===== src/rtl/mem_port_arbiter.sv =====
// Two-port arbiter that shares one single-port RAM between icache and dcache.
// Ports: clock/reset, icache/dcache cmd+rsp channels, ram_* RAM control, stat_* counters.
module mem_port_arbiter #(
    parameter logic [63:0] PC_START     = 64'h8000_0000,
    parameter int          STARVE_LIMIT = 4
) (
    input  logic        clock,
    input  logic        reset,
    input  logic        icache_cmd_valid,
    output logic        icache_cmd_ready,
    input  logic [63:0] icache_cmd_addr,
    output logic        icache_rsp_valid,
    output logic [31:0] icache_rsp_data,
    input  logic        dcache_cmd_valid,
    output logic        dcache_cmd_ready,
    input  logic [63:0] dcache_cmd_addr,
    input  logic        dcache_cmd_wen,
    input  logic [63:0] dcache_cmd_wdata,
    input  logic [7:0]  dcache_cmd_wstrb,
    output logic        dcache_rsp_valid,
    output logic [63:0] dcache_rsp_data,
    output logic        ram_en,
    output logic [27:0] ram_idx,
    output logic        ram_wen,
    output logic [63:0] ram_wdata,
    output logic [63:0] ram_wmask,
    input  logic [63:0] ram_rdata,
    output logic [31:0] stat_igrant,
    output logic [31:0] stat_dgrant,
    output logic [31:0] stat_conflict
);

    typedef enum logic [1:0] {IDLE, I_RD, D_RD, D_WR} rsp_state_t;

    localparam logic [3:0] LIMIT = STARVE_LIMIT[3:0];

    rsp_state_t state, state_next;
    logic [3:0]  starve_cnt;
    logic        conflict;
    logic        i_win;
    logic        i_grant;
    logic        d_grant;
    logic [63:0] i_off;
    logic [63:0] d_off;
    logic [63:0] sel_off;

    assign i_off    = icache_cmd_addr - PC_START;
    assign d_off    = dcache_cmd_addr - PC_START;
    assign conflict = !reset && icache_cmd_valid && dcache_cmd_valid;

    // icache wins when alone, or when it has been starved long enough
    assign i_win   = icache_cmd_valid && (!dcache_cmd_valid || starve_cnt == LIMIT);
    assign i_grant = !reset && i_win;
    assign d_grant = !reset && dcache_cmd_valid && !i_win;

    assign icache_cmd_ready = i_grant;
    assign dcache_cmd_ready = d_grant;

    assign sel_off = i_grant ? i_off : d_off;
    assign ram_idx = sel_off[30:3];
    assign ram_en  = i_grant || d_grant;
    assign ram_wen = d_grant && dcache_cmd_wen;

    always_comb begin
        ram_wdata = 64'd0;
        ram_wmask = 64'd0;
        if (ram_wen) begin
            ram_wdata = dcache_cmd_wdata;
            for (int b = 0; b < 8; b++) begin
                ram_wmask[b*8 +: 8] = {8{dcache_cmd_wstrb[b]}};
            end
        end
    end

    always_ff @(posedge clock) begin
        if (reset) begin
            state <= IDLE;
        end else begin
            state <= state_next;
        end
    end

    // State records what the previous cycle granted; reset masks a pending pulse
    always_comb begin
        state_next       = IDLE;
        icache_rsp_valid = 1'b0;
        dcache_rsp_valid = 1'b0;
        if (i_grant) begin
            state_next = I_RD;
        end else if (d_grant) begin
            state_next = dcache_cmd_wen ? D_WR : D_RD;
        end
        if (!reset) begin
            icache_rsp_valid = (state == I_RD);
            dcache_rsp_valid = (state == D_RD);
        end
    end

    // Read data is captured at the grant edge, ahead of any write on the next edge
    always_ff @(posedge clock) begin
        if (reset) begin
            icache_rsp_data <= 32'd0;
            dcache_rsp_data <= 64'd0;
        end else begin
            if (i_grant) begin
                icache_rsp_data <= i_off[2] ? ram_rdata[63:32] : ram_rdata[31:0];
            end
            if (d_grant && !dcache_cmd_wen) begin
                dcache_rsp_data <= ram_rdata;
            end
        end
    end

    always_ff @(posedge clock) begin
        if (reset) begin
            starve_cnt <= 4'd0;
        end else if (i_grant) begin
            starve_cnt <= 4'd0;
        end else if (conflict && starve_cnt < LIMIT) begin
            starve_cnt <= starve_cnt + 4'd1;
        end
    end

    always_ff @(posedge clock) begin
        if (reset) begin
            stat_igrant   <= 32'd0;
            stat_dgrant   <= 32'd0;
            stat_conflict <= 32'd0;
        end else begin
            if (i_grant)  stat_igrant   <= stat_igrant + 32'd1;
            if (d_grant)  stat_dgrant   <= stat_dgrant + 32'd1;
            if (conflict) stat_conflict <= stat_conflict + 32'd1;
        end
    end

endmodule

===== config.mk =====
export PLATFORM = sky130hd
export DESIGN_NAME = mem_port_arbiter
export DESIGN_NICKNAME = d
export VERILOG_FILES = /design/src/rtl/mem_port_arbiter.sv
export SDC_FILE = /design/constraint.sdc
export NUM_CORES = 1
export LEC_CHECK = 0
export CAP_MARGIN = 30
export CORE_AREA = 3 3 241 243
export DETAILED_ROUTE_END_ITERATION = 10
export DIE_AREA = 0 0 244 246
export GPL_TIMING_DRIVEN = 0
export SYNTH_ARGS = -nofsm -noshare
export SYNTH_HDL_FRONTEND = slang
export SYNTH_SLANG_ARGS = --single-unit

===== constraint.sdc =====
create_clock -name clock -period 2.1 [get_ports clock]
set_input_delay 0.42 -clock clock [delete_from_list [all_inputs] [get_ports clock]]
set_output_delay 0.42 -clock clock [all_outputs]
set_load 0.02 [all_outputs]

==> results.txt, run 1 <==
The via count of the first global-routing pass is 10800, and the number of max-capacitance violations reported is 0. The global-route congestion overflow total is 0, and the worst setup skew after layout is 0.0130 ns. The number of antenna diodes in the final layout is 0.

The commonest register cell after synthesis is sky130_fd_sc_hd__dfxtp_1. The endpoint identified for the worst register-to-register timing path is stat_igrant[7]. The count of state elements after synthesis was 198. Setup repair after global routing could not meet its margin everywhere.

In this run the remaining antenna-violating nets after routing total 0. The tools report the start point of the worst min-delay path as dcache_cmd_valid. The startpoint of the worst-slack reg-to-reg timing path was starve_cnt[0]. Summed over all nets, wire length on met3 after detailed routing comes to 3.00 mm.

The height of the chip was 246 um. TritonCTS built the clock tree. The average wire per standard cell works out to 18.4 um.

For this block, the routed nets add up to 47.8 mm of wire. The portion of synthesized cell area occupied by the leading cell type was 0.413. Dividing the detail-routed via count by the number of cells gives 4.12. Among the stages of the critical path, the cell type that occurs most often is sky130_fd_sc_hd__buf_6. The initial antenna violation count was 0.

For this run, design rule violations remaining after detail routing come to 0. The synthesized netlist contains 44 unique library cells. The power density normalized to cell area is 487 mW/mm^2, and the synthesized netlist cell count is 1190. Counting along the longest clock path gives a buffer depth of 2. The async set-or-reset flop fraction in the synthesized netlist came out at 0. The logs give 5796 for the number of filler cells placed in the layout and 0.328 for the final design utilization. The run finished, with violations left.

The tools report the worst endpoint required time as 1.68 ns. Setup violations remaining at the end of the flow were counted as 160. The final setup slack of the worst path is -0.821 ns, and the measured slew at the worst slew-check pin is 0.901 ns. Relative to the synthesized area, the layout overhead comes to 91.9%. For the leakage power of the design, the log shows 7.35 nW.

The count of endpoints failing hold in the final timing report is 0, and the largest driver fanout on the critical path is 6. The fraction of final layout cells sized beyond drive strength 1 came out at 0.284. The min-delay analysis places its worst path in the category input pin to flop. The number of input and output port buffers inserted is 548. TritonCTS created 17 clock buffers. Longest individual stage delay on the worst path: 0.34 ns. Hold timing on the final database bottoms out at a slack of 0.326 ns.

The tools report the destination of the critical timing path as ram_idx[16]. For the share of synthesized area occupied by flip-flops and latches, the log shows 0.413. By area the synthesized netlist is led by sky130_fd_sc_hd__dfxtp_1 (41%), sky130_fd_sc_hd__nand2_1 (9.5%), sky130_fd_sc_hd__and2_1 (5.3%), sky130_fd_sc_hd__nor2_1 (5.1%), sky130_fd_sc_hd__buf_4 (4.9%). The worst register-to-register path has a setup slack of -0.01 ns. The checks that failed: setup timing. Placeable core region: 0.0562 mm^2. The final layout contains 2097 nets. Summing all multi-input logic gate instances after layout gives 0.00530 mm^2. The worst setup path is of the flop to output pin kind. The post-route clock period utilization is 1.39. During synthesis, Yosys emitted a total of 0 warnings. The tools report the worst relative slew slack as 0.399. The total number of vias was 10700. The die is 244 um wide.

The run gives 19 as the largest net degree at the start of global routing. Top metal layer carrying routed signals: met4. The first detailed-routing pass ran for 4 iterations. The critical path goes through inv_2, ha_4, and4b_2, buf_6, o21ai_4, clkinv_4, buf_6, buf_6, buf_8, nand2_2, nand2_2, buf_6. The run gives 0 as the max-slew violation total from the final report.

Of all cell types, the one taking the most synthesized area is sky130_fd_sc_hd__dfxtp_1. CTS placed an instance of sky130_fd_sc_hd__clkbuf_16 at the clock tree root. Averaged over all synthesized cells, the footprint is 8.07 um^2. The logs give 0.149 for the global-route total usage across every layer and 1.11 for the last weighted congestion value of the routability-driven placer. The floorplan has 87 rows. At the worst endpoint, the arrival time is 2.50 ns. Number of clock sinks seen by CTS: 198. The H-tree was split into 4 levels. The count of flip-flops with a built-in enable after synthesis is 0.

After detailed routing, the wire length on met1 is 17.6 mm. The highest-delay cell along the critical path was sky130_fd_sc_hd__dfxtp_2. Netlist area before placement: 0.00960 mm^2. The met2 routed wirelength is 26.5 mm.

STA classifies the critical path startpoint as a flop. The clock latency at the later pin of the worst-skew pair was 0.47 ns; the synthesized net count was 1464. The floorplan step defined a die boundary enclosing 0.0600 mm^2. STA classifies the critical path endpoint as an output pin. Based on the critical path, the design can be clocked at up to 342 MHz. The iteration-0 DRC count of the detailed router was 322. Peak supply drop: 0.000586 V. The first global-routing pass estimated 67.8 mm of wire. OpenSTA, run right after detailed placement, puts the worst setup slack at -1.60 ns. Measured in cells, the most critical reg-to-reg path has a length of 11.

Detailed placement ended at an HPWL of 36.7 mm. The count of pins on the block boundary came out at 623. The routed design could run at a clock period as short as 2.92 ns. Summing all flip-flop and latch instances after layout gives 0.00397 mm^2. Clock-pin slew was measured on the worst setup and hold paths at 0.07 ns. The starting utilization of the core area was 0.171. In this run the worst setup path begins at starve_cnt[0].
==> critical path, delay by kind of cell (launching register included) <==
kind,cells,cell delay [ns]
compound gates,1,0.33
fa+ha+maj,1,0.15
buf+inv,7,0.81
flops,1,0.34
simple gates,3,0.38
==> per-stage QoR <==
stage                     instance area, um^2  setup TNS, ns  total power, mW  instances
after global placement                  16100        -259.95             5.62       2494
after global routing                    18400        -125.83             9.32       2592
after floorplan                          9670              0             4.65       1190
after CTS                               17800        -113.07             9.02       2582
after detailed placement                16100        -262.15             5.64       2494
final                                   18400        -110.50             8.96       2592
==> Yosys cell counts, types with 5 or more instances <==
cell                       number
sky130_fd_sc_hd__nor4_1        16
sky130_fd_sc_hd__clkbuf_1      32
sky130_fd_sc_hd__and4_1        15
sky130_fd_sc_hd__o21ai_0        7
sky130_fd_sc_hd__a21oi_1       74
sky130_fd_sc_hd__nand4_1       31
sky130_fd_sc_hd__inv_1         10
sky130_fd_sc_hd__nor2_1       131
sky130_fd_sc_hd__buf_6          8
sky130_fd_sc_hd__dfxtp_1      198
sky130_fd_sc_hd__ha_1           5
sky130_fd_sc_hd__nor3_1        19
sky130_fd_sc_hd__and3_1        14
sky130_fd_sc_hd__xnor2_1       40
sky130_fd_sc_hd__nand2_1      244
sky130_fd_sc_hd__or3_1          5
sky130_fd_sc_hd__buf_1          6
sky130_fd_sc_hd__mux2i_1       33
sky130_fd_sc_hd__nand3_1       31
sky130_fd_sc_hd__xor2_1        47
sky130_fd_sc_hd__buf_4         63
sky130_fd_sc_hd__a211oi_1      32
sky130_fd_sc_hd__buf_2         18
sky130_fd_sc_hd__and2_1        82
==> per-layer routing <==
| layer | GRT usage | vias to the layer above |
|---|---|---|
| met5 | 0 | - |
| met4 | 0.0306 | 0 |
| met3 | 0.0426 | 39 |
| met2 | 0.294 | 382 |
| met1 | 0.154 | 5089 |
| li1 | - | 5157 |
==> registers in the layout, indices dropped and copies added (netlist names) <==
signal and cells:
dcache_rsp_data 64, icache_rsp_data 32, starve_cnt 4, stat_conflict 32, stat_dgrant 32, stat_igrant 32, state 2
==> power by group <==
| part | total (mW) | leakage [nW] | internal, mW | switching (mW) |
|---|---|---|---|---|
| Combinational | 1.91 | 5.49 | 1.01 | 0.905 |
| Clock | 3.15 | 0.262 | 1.55 | 1.60 |
| Sequential | 3.90 | 1.61 | 3.85 | 0.0578 |
| Total | 8.96 | 7.35 | 6.40 | 2.56 |
==> cells in the final DEF, fill, tap and decap left out, types with 7 or more instances in the layout <==
cell,count
sky130_fd_sc_hd__buf_8,10
sky130_fd_sc_hd__o21ai_0,7
sky130_fd_sc_hd__nand4_1,31
sky130_fd_sc_hd__clkbuf_1,25
sky130_fd_sc_hd__mux2i_1,33
sky130_fd_sc_hd__a211oi_1,32
sky130_fd_sc_hd__buf_6,248
sky130_fd_sc_hd__clkbuf_16,20
sky130_fd_sc_hd__dfxtp_1,195
sky130_fd_sc_hd__nand2_2,32
sky130_fd_sc_hd__nand3_1,29
sky130_fd_sc_hd__and2_1,9
sky130_fd_sc_hd__xnor2_1,40
sky130_fd_sc_hd__inv_1,8
sky130_fd_sc_hd__and2_4,73
sky130_fd_sc_hd__nor2_1,130
sky130_fd_sc_hd__a21oi_1,74
sky130_fd_sc_hd__buf_2,10
sky130_fd_sc_hd__clkdlybuf4s50_1,376
sky130_fd_sc_hd__nor4_1,13
sky130_fd_sc_hd__nor3_1,18
sky130_fd_sc_hd__buf_4,46
sky130_fd_sc_hd__and3_1,13
sky130_fd_sc_hd__xor2_1,47
sky130_fd_sc_hd__buf_12,8
sky130_fd_sc_hd__nand2_1,190
sky130_fd_sc_hd__nand2_4,22
sky130_fd_sc_hd__and4_1,15
==> repair_timing <==
item	4_1_cts	5_1_grt
gates resized for setup	1119	172
buffers inserted	51	25
hold buffers	0	0
pin swaps	37	33
cloned	7	1
endpoints found under the setup margin	287	194
==> how the worst min path moves through the flow <==
stage | endpoint | cells past startpoint
final | state[0] | 3
after global routing | state[0] | 3
after CTS | state[0] | 3
after detailed placement | dcache_rsp_data[25] | 2
after global placement | dcache_rsp_data[50] | 2
after floorplan | starve_cnt[3] | 1
==> cell type report <==
cell class | instances | area share
inverters | 11 | 0.00251
well taps | 756 | 0.0513
multi-input cells | 852 | 0.287
clock inverters | 14 | 0.00632
repair buffers | 625 | 0.356
clock buffers | 18 | 0.0233
flip-flops and latches | 198 | 0.215
plain buffers | 118 | 0.0581
==> cell families (layout without fill, tap and decap cells) <==
| kind of cell | after synthesis | in the layout | share of synthesized area |
|---|---|---|---|
| xor+xnor | 87 | 87 | 0.0794 |
| buf+inv | 140 | 786 | 0.0901 |
| simple gates | 612 | 612 | 0.308 |
| compound gates | 115 | 115 | 0.0691 |
| flops | 198 | 198 | 0.413 |
| mux | 33 | 33 | 0.0344 |
| fa+ha+maj | 5 | 5 | 0.00652 |
No activity file was read; power rests on OpenSTA's default activity.
==> run 2: changes to the inputs <==
--- a/constraint.sdc
+++ b/constraint.sdc
@@ -3,2 +3,2 @@
 set_output_delay 0.42 -clock clock [all_outputs]
-set_load 0.02 [all_outputs]
+set_load 0.005 [all_outputs]
==> results.txt, run 2 (same netlist as run 1, synthesis figures left out) <==
Routability-driven placement finished with a final weighted congestion of 1.05. In the final layout, flip-flops and latches occupy 0.00397 mm^2. The area taken by multi-input logic gates was 0.00530 mm^2. The register with the most flip-flops in the final layout is dcache_rsp_data. The floorplan die width was 244 um; the starting utilization of the core area was 0.171. The worst relative slew slack was 0.418; the total internal power was 6.66 mW. The area growth from synthesis to layout is 92.8%. The run gives 198 as the number of clock sinks seen by CTS. The first global-routing pass estimated 69.0 mm of wire. Count of antenna diodes in the layout: 0. Leaving out fill and tap cells, the most frequent cells in the layout are sky130_fd_sc_hd__clkdlybuf4s50_1 (384), sky130_fd_sc_hd__buf_6 (219), sky130_fd_sc_hd__dfxtp_1 (196), sky130_fd_sc_hd__nand2_1 (187), sky130_fd_sc_hd__nor2_1 (130).

Dividing the detail-routed wire length by the instance count gives 18.5 um. Between clock sinks in the finished design, the worst skew comes to 0.0138 ns. After detailed routing, the total wire length is 48.4 mm.

Clock latency at the later pin of the worst-skew pair: 0.47 ns. The fraction of final layout cells sized beyond drive strength 1 is 0.282. The via count of the first global-routing pass is 10900. Die outline area: 0.0600 mm^2. No sink is reached through more buffers than the 2 on the longest clock path.

The count of endpoints failing hold in the final timing report is 0. Counting the buffers created by CTS gives 17. The floorplan has 87 rows. The post-route clock period utilization is 1.34. The achievable frequency was 355 MHz; the CTS clock-pin slew for the worst setup and hold paths was 0.07 ns. Leakage power of the design: 7.40 nW. The detailed router finished its first iteration with 417 violations.

For the number of filler cells placed in the layout, the log shows 5787. Entering global routing, the biggest net connects 18 pins. Data on the critical path is required at its endpoint by 1.68 ns. The run finished, with violations left. The number of setup violations in the final report is 158. In the routed design, unresolved DRC markers number 0. The via density per instance came out at 4.12. The wire-length estimate of the detail-placed layout is 36.7 mm. The tree is rooted in a sky130_fd_sc_hd__clkbuf_16. The count of nets left with antenna violations once routing finished came out at 0. The share of total power in combinational logic was 0.186. The logs give 2.40 ns for the arrival time reported for the critical path endpoint and 4 for the CTS H-tree depth. The final design utilization is 0.329, and the power density normalized to cell area is 487 mW/mm^2. The final reports fail on setup timing.

For this run, the detailed router's first-pass iteration total came to 4. For the switching power summed over all nets, the log shows 2.34 mW. Most common library cell in the layout ignoring fill and taps: sky130_fd_sc_hd__clkdlybuf4s50_1.

The floorplan step defined a core boundary enclosing 0.0562 mm^2. The startpoint kind of the worst setup timing path is a flop. For the peak supply drop, the log shows 0.000586 V. The global-route total usage across every layer is 0.152, and the height of the chip is 246 um.

At the end of the flow, the number of nets in the layout was 2121. For the pin with the worst max-slew slack, the measured transition is 0.873 ns. The logs give 0.433 for the sequential cell fraction of total power and 0 for the max-slew violation total from the final report.

The largest driver fanout on the critical path works out to 5. The number of input and output port buffers inserted works out to 548. The logs give 0 for the count of hold buffers inserted by post-cts repair and 623 for the count of pins on the block boundary.

The register with the most flip-flops in the layout has 64 of them. The switching part of the total is 0.260, and the final setup slack of the worst path is -0.719 ns. Initial antenna violation count: 1.

The worst setup path is captured at an output pin. By startpoint and endpoint, the worst setup path is classified as flop to output pin. TritonCTS built the clock tree. The post-place instance area was 0.0161 mm^2; the total number of vias was 10800. The worst slack after detailed placement was -1.51 ns. For the part of the power in the clock network, the log shows 0.380. The run gives 9.01 mW as the overall power consumption.

Summing all non-filler instances in the final layout gives an area of 0.0185 mm^2. Setup repair after global routing could not meet its margin everywhere. The number of max-capacitance violations reported is 0, and the post-layout minimum cycle time is 2.82 ns.

Classification of the worst-slack hold path: input pin to flop. Global routing finished with a remaining overflow of 0.
==> run 2: changes by cell type in the layout (fill, tap and decap cells not counted), moves of 5 or more <==
cell	before	now
sky130_fd_sc_hd__and2_4	73	48
sky130_fd_sc_hd__buf_4	46	36
sky130_fd_sc_hd__buf_2	10	32
sky130_fd_sc_hd__buf_6	248	219
sky130_fd_sc_hd__clkbuf_8	2	7
sky130_fd_sc_hd__clkdlybuf4s50_1	376	384
sky130_fd_sc_hd__buf_8	10	17
sky130_fd_sc_hd__clkbuf_2	3	29
sky130_fd_sc_hd__and2_1	9	34
==> run 2: per-layer routing <==
metal  vias up  routed length (um)  GRT usage
met1      5133               17600      0.156
li1       5211                   -          -
met4         2                1370     0.0533
met3        57                3450     0.0439
met5         -                  13          0
met2       383               25900      0.293
==> run 2: critical path: stages, from the launching register on <==
cell                      delay (ns)
sky130_fd_sc_hd__dfxtp_2        0.33
sky130_fd_sc_hd__inv_2          0.06
sky130_fd_sc_hd__ha_4           0.13
sky130_fd_sc_hd__and4b_2        0.30
sky130_fd_sc_hd__nor2_4         0.04
sky130_fd_sc_hd__and3_4         0.19
sky130_fd_sc_hd__buf_12         0.15
sky130_fd_sc_hd__buf_16         0.13
sky130_fd_sc_hd__and2_4         0.17
sky130_fd_sc_hd__buf_6          0.13
sky130_fd_sc_hd__buf_6          0.11
sky130_fd_sc_hd__buf_6          0.10
sky130_fd_sc_hd__buf_6          0.10
==> run 2: repair_timing <==
action | in CTS | in global routing
endpoints found under the setup margin | 288 | 275
pin swaps | 58 | 47
cloned | 10 | 1
resized for setup | 911 | 176
buffers inserted | 87 | 17
==> run 2: path summary, 6_finish.rpt <==
path,from,end,slack [ns],cells after the start
min,dcache_cmd_valid,state[0],0.33,3
max,starve_cnt[1],ram_wmask[39],-0.72,12
max reg2reg,starve_cnt[1],stat_igrant[16],0.15,11
min reg2reg,dcache_rsp_data[12],dcache_rsp_data[12],0.46,2
==> run 2: cell type report <==
| type | count | area share |
|---|---|---|
| clock buffers | 19 | 0.0245 |
| multi-input cells | 852 | 0.286 |
| repair buffers | 648 | 0.352 |
| well taps | 756 | 0.0511 |
| flip-flops and latches | 198 | 0.214 |
| clock inverters | 13 | 0.00784 |
| plain buffers | 119 | 0.0610 |
| inverters | 11 | 0.00270 |
==> run 2: stage by stage <==
step,hold slack [ns],TNS (ns),cells
after floorplan,0.450,0,1190
after global placement,0.442,-257.06,2494
after detailed placement,0.448,-264.05,2494
after CTS,0.284,-101.13,2610
after global routing,0.320,-110.28,2616
final,0.328,-92.15,2616
==> run 2: power by group through the flow <==
stage / clock, mW / combinational (mW) / sequential, mW
floorplan: 0 / 0.436 / 3.99
global placement: 0 / 1.41 / 3.99
detailed placement: 0 / 1.42 / 3.99
CTS: 3.53 / 1.61 / 3.90
global route: 3.64 / 1.79 / 3.92
finish: 3.42 / 1.68 / 3.90
==> run 3: changes to the inputs <==
Settings changed: CTS_CLUSTER_DIAMETER from default to 80, GPL_TIMING_DRIVEN 0 to default.
==> results.txt, run 3 (same netlist as run 1, synthesis figures left out) <==
Starting utilization of the core area: 0.171. The leakage power of the design is 7.17 nW. Entering global routing, the biggest net connects 87 pins. For the initial antenna violation count, the log shows 2.

The fraction of final layout cells sized beyond drive strength 1 came out at 0.277. Along the worst path, the maximum fanout reaches 5. 623 I/O pins were placed. The floorplan step defined a core boundary enclosing 0.0562 mm^2.

The final setup slack of the worst path is -0.581 ns. The later pin in the worst-skew pair is clocked with a latency of 0.47 ns. The classification of the worst-slack hold path was input pin to flop. Counting every sink on the clock net gives 198.

In the final layout, the multi-input gates occupy 0.00537 mm^2. The post-route clock period utilization works out to 1.28. IR analysis of the VDD net gives a maximum drop of 0.000590 V. The flow ran to the end, but the final reports show violations. The clock tree synthesis step divided the H-tree into 4 levels. STA classifies the critical path startpoint as a flop. The number of non-filler instances in the completed layout is 2536, and the total number of vias is 10400.

In the final routed layout, each cell accounts on average for 17.2 um. The critical path in this run is classified as flop to output pin. The number of cells on the worst reg-to-reg path is 11. For the iteration-0 DRC count of the detailed router, the log shows 423. The top cell types in the final layout, fill and taps aside, are sky130_fd_sc_hd__clkdlybuf4s50_1 (386), sky130_fd_sc_hd__dfxtp_1 (194), sky130_fd_sc_hd__nand2_1 (181), sky130_fd_sc_hd__buf_6 (172), sky130_fd_sc_hd__nor2_1 (130).

The repair_antennas step left the layout with diodes totalling 0. Leaving out fill and tap cells, the most frequent cell in the layout is sky130_fd_sc_hd__clkdlybuf4s50_1. The run gives 63.6 mm as the wire length of the first global-routing pass.

The run gives 0.367 as the worst relative slew slack. In this run the deepest clock path goes through 2 buffers. Global-route congestion overflow total: 0.

The logs give 0.137 for the global-route total usage across every layer and 2.26 ns for the arrival time reported for the critical path endpoint. The power density normalized to cell area is 492 mW/mm^2, and the max-slew violation total from the final report is 0. The post-layout minimum cycle time is 2.68 ns, and the residual DRC count is 0. For the remaining antenna violation count, the log shows 0. The checks that failed: setup timing.

The last weighted congestion value of the routability-driven placer is 0.969. The register with the most flip-flops in the layout has 64 of them. Setup repair after global routing could not meet its margin everywhere.

TritonCTS created 17 clock buffers. The number of filler cells placed in the layout was 5744. For this run, the post-layout net count is 2043.

More flip-flops sit in one register than any other, and that register is dcache_rsp_data. The number of instances on the worst hold path was 4; the final routed wirelength across all metal layers was 43.5 mm. Setup violations remaining at the end of the flow were counted as 158.

The via density per instance was 4.11. In this run the tool buffered the top-level ports with 551 buffer cells. For the worst setup skew after layout, the log shows 0.0202 ns.

The tree is rooted in a sky130_fd_sc_hd__clkbuf_16. After clock tree synthesis, the clock-pin slew on the worst setup and hold paths is 0.08 ns. TritonCTS built the clock tree.

The floorplan has 87 rows. The tools report the number of max-capacitance violations reported as 0. In this run, placement finished with an instance count of 2434. Total power for the finished layout comes to 8.94 mW. The pre-antenna-repair detailed-routing pass consisted of 5 iterations. Hold repair after CTS inserted 0 buffers.

Measured along the x axis, the die boundary spans 244 um. The final design utilization was 0.323. The die outline area was 0.0600 mm^2; the area taken by flip-flops and latches was 0.00397 mm^2. For the pin with the worst max-slew slack, the measured transition is 0.950 ns. The count of endpoints failing hold in the final timing report came out at 0. Summed over all nets, the half-perimeter wirelength after detailed placement is 31.5 mm. The via count of the first global-routing pass was 10400; the achievable frequency was 373 MHz.

STA classifies the critical path endpoint as an output pin. The height of the chip came out at 246 um. Relative to the synthesized area, the layout overhead comes to 89.2%.

Data on the critical path is required at its endpoint by 1.68 ns.
[run 3: cell types whose count changed in the layout (fill, tap and decap cells not counted), sizes merged]
cell | before | now
clkbuf | 80 | 23
clkdlybuf4s15 | 2 | 1
inv | 12 | 18
clkinv | 7 | 1
buf | 316 | 293
clkdlybuf4s50 | 384 | 386
clkinvlp | 3 | 1
bufbuf | 0 | 1
dlymetal6s2s | 0 | 1
dlygate4sd2 | 4 | 3
[run 3: final cells by class]
| class | instances | area share |
|---|---|---|
| clock buffer | 19 | 0.0249 |
| clock inverter | 11 | 0.00765 |
| inverter | 11 | 0.00296 |
| multi-input combinational | 852 | 0.296 |
| sequential | 198 | 0.219 |
| tap | 756 | 0.0521 |
| timing repair buffer | 689 | 0.398 |
[run 3: where the power goes]
group,total [mW],switching (mW),internal [mW]
sequential,3.90,0.0558,3.85
clock,3.42,1.58,1.84
combinational,1.62,0.646,0.978
total,8.94,2.28,6.66
[run 3: per-layer routing]
layer  global-route usage  up-vias  part of all wire
met2                0.251      398              0.52
li1                     -     5052                 -
met1                0.146     4917              0.38
met5                    0        -           0.00062
met4               0.0514        4             0.028
met3               0.0435       54             0.072
[run 3: worst paths after layout]
path | start | end | slack [ns]
worst max-delay path | starve_cnt[0] | ram_wmask[3] | -0.58
worst min register to register | dcache_rsp_data[52] | dcache_rsp_data[52] | 0.45
worst min-delay path | reset | stat_dgrant[17] | 0.42
worst max register to register | starve_cnt[1] | stat_igrant[31] | 0.12
[run 3: critical path, stage by stage (launching register included)]
cell	delay [ns]
sky130_fd_sc_hd__dfxtp_2	0.34
sky130_fd_sc_hd__inv_2	0.04
sky130_fd_sc_hd__ha_4	0.14
sky130_fd_sc_hd__and4b_1	0.20
sky130_fd_sc_hd__nor2_2	0.10
sky130_fd_sc_hd__and3_4	0.23
sky130_fd_sc_hd__buf_12	0.14
sky130_fd_sc_hd__buf_6	0.10
sky130_fd_sc_hd__and2_4	0.17
sky130_fd_sc_hd__buf_6	0.13
sky130_fd_sc_hd__buf_6	0.10
sky130_fd_sc_hd__buf_6	0.08
[run 3: what timing repair did]
action                     in CTS  in global routing
setup endpoints to repair     163                175
cloned                         10                  3
hold endpoints to repair        0                  0
pin swaps                      61                 62
resized for setup             869                161
setup buffers                  63                 16
[run 3: stage by stage]
| stage | area [um^2] | setup slack [ns] | hold slack (ns) | TNS (ns) |
|---|---|---|---|---|
| final | 18200 | -0.581 | 0.421 | -73.05 |
| after CTS | 17600 | -0.641 | 0.378 | -87.31 |
| after global placement | 15900 | -0.952 | 0.442 | -156.70 |
| after floorplan | 9630 | 0.0197 | 0.450 | 0 |
| after global routing | 18200 | -0.679 | 0.419 | -87.64 |
| after detailed placement | 15900 | -1.01 | 0.446 | -165.61 |
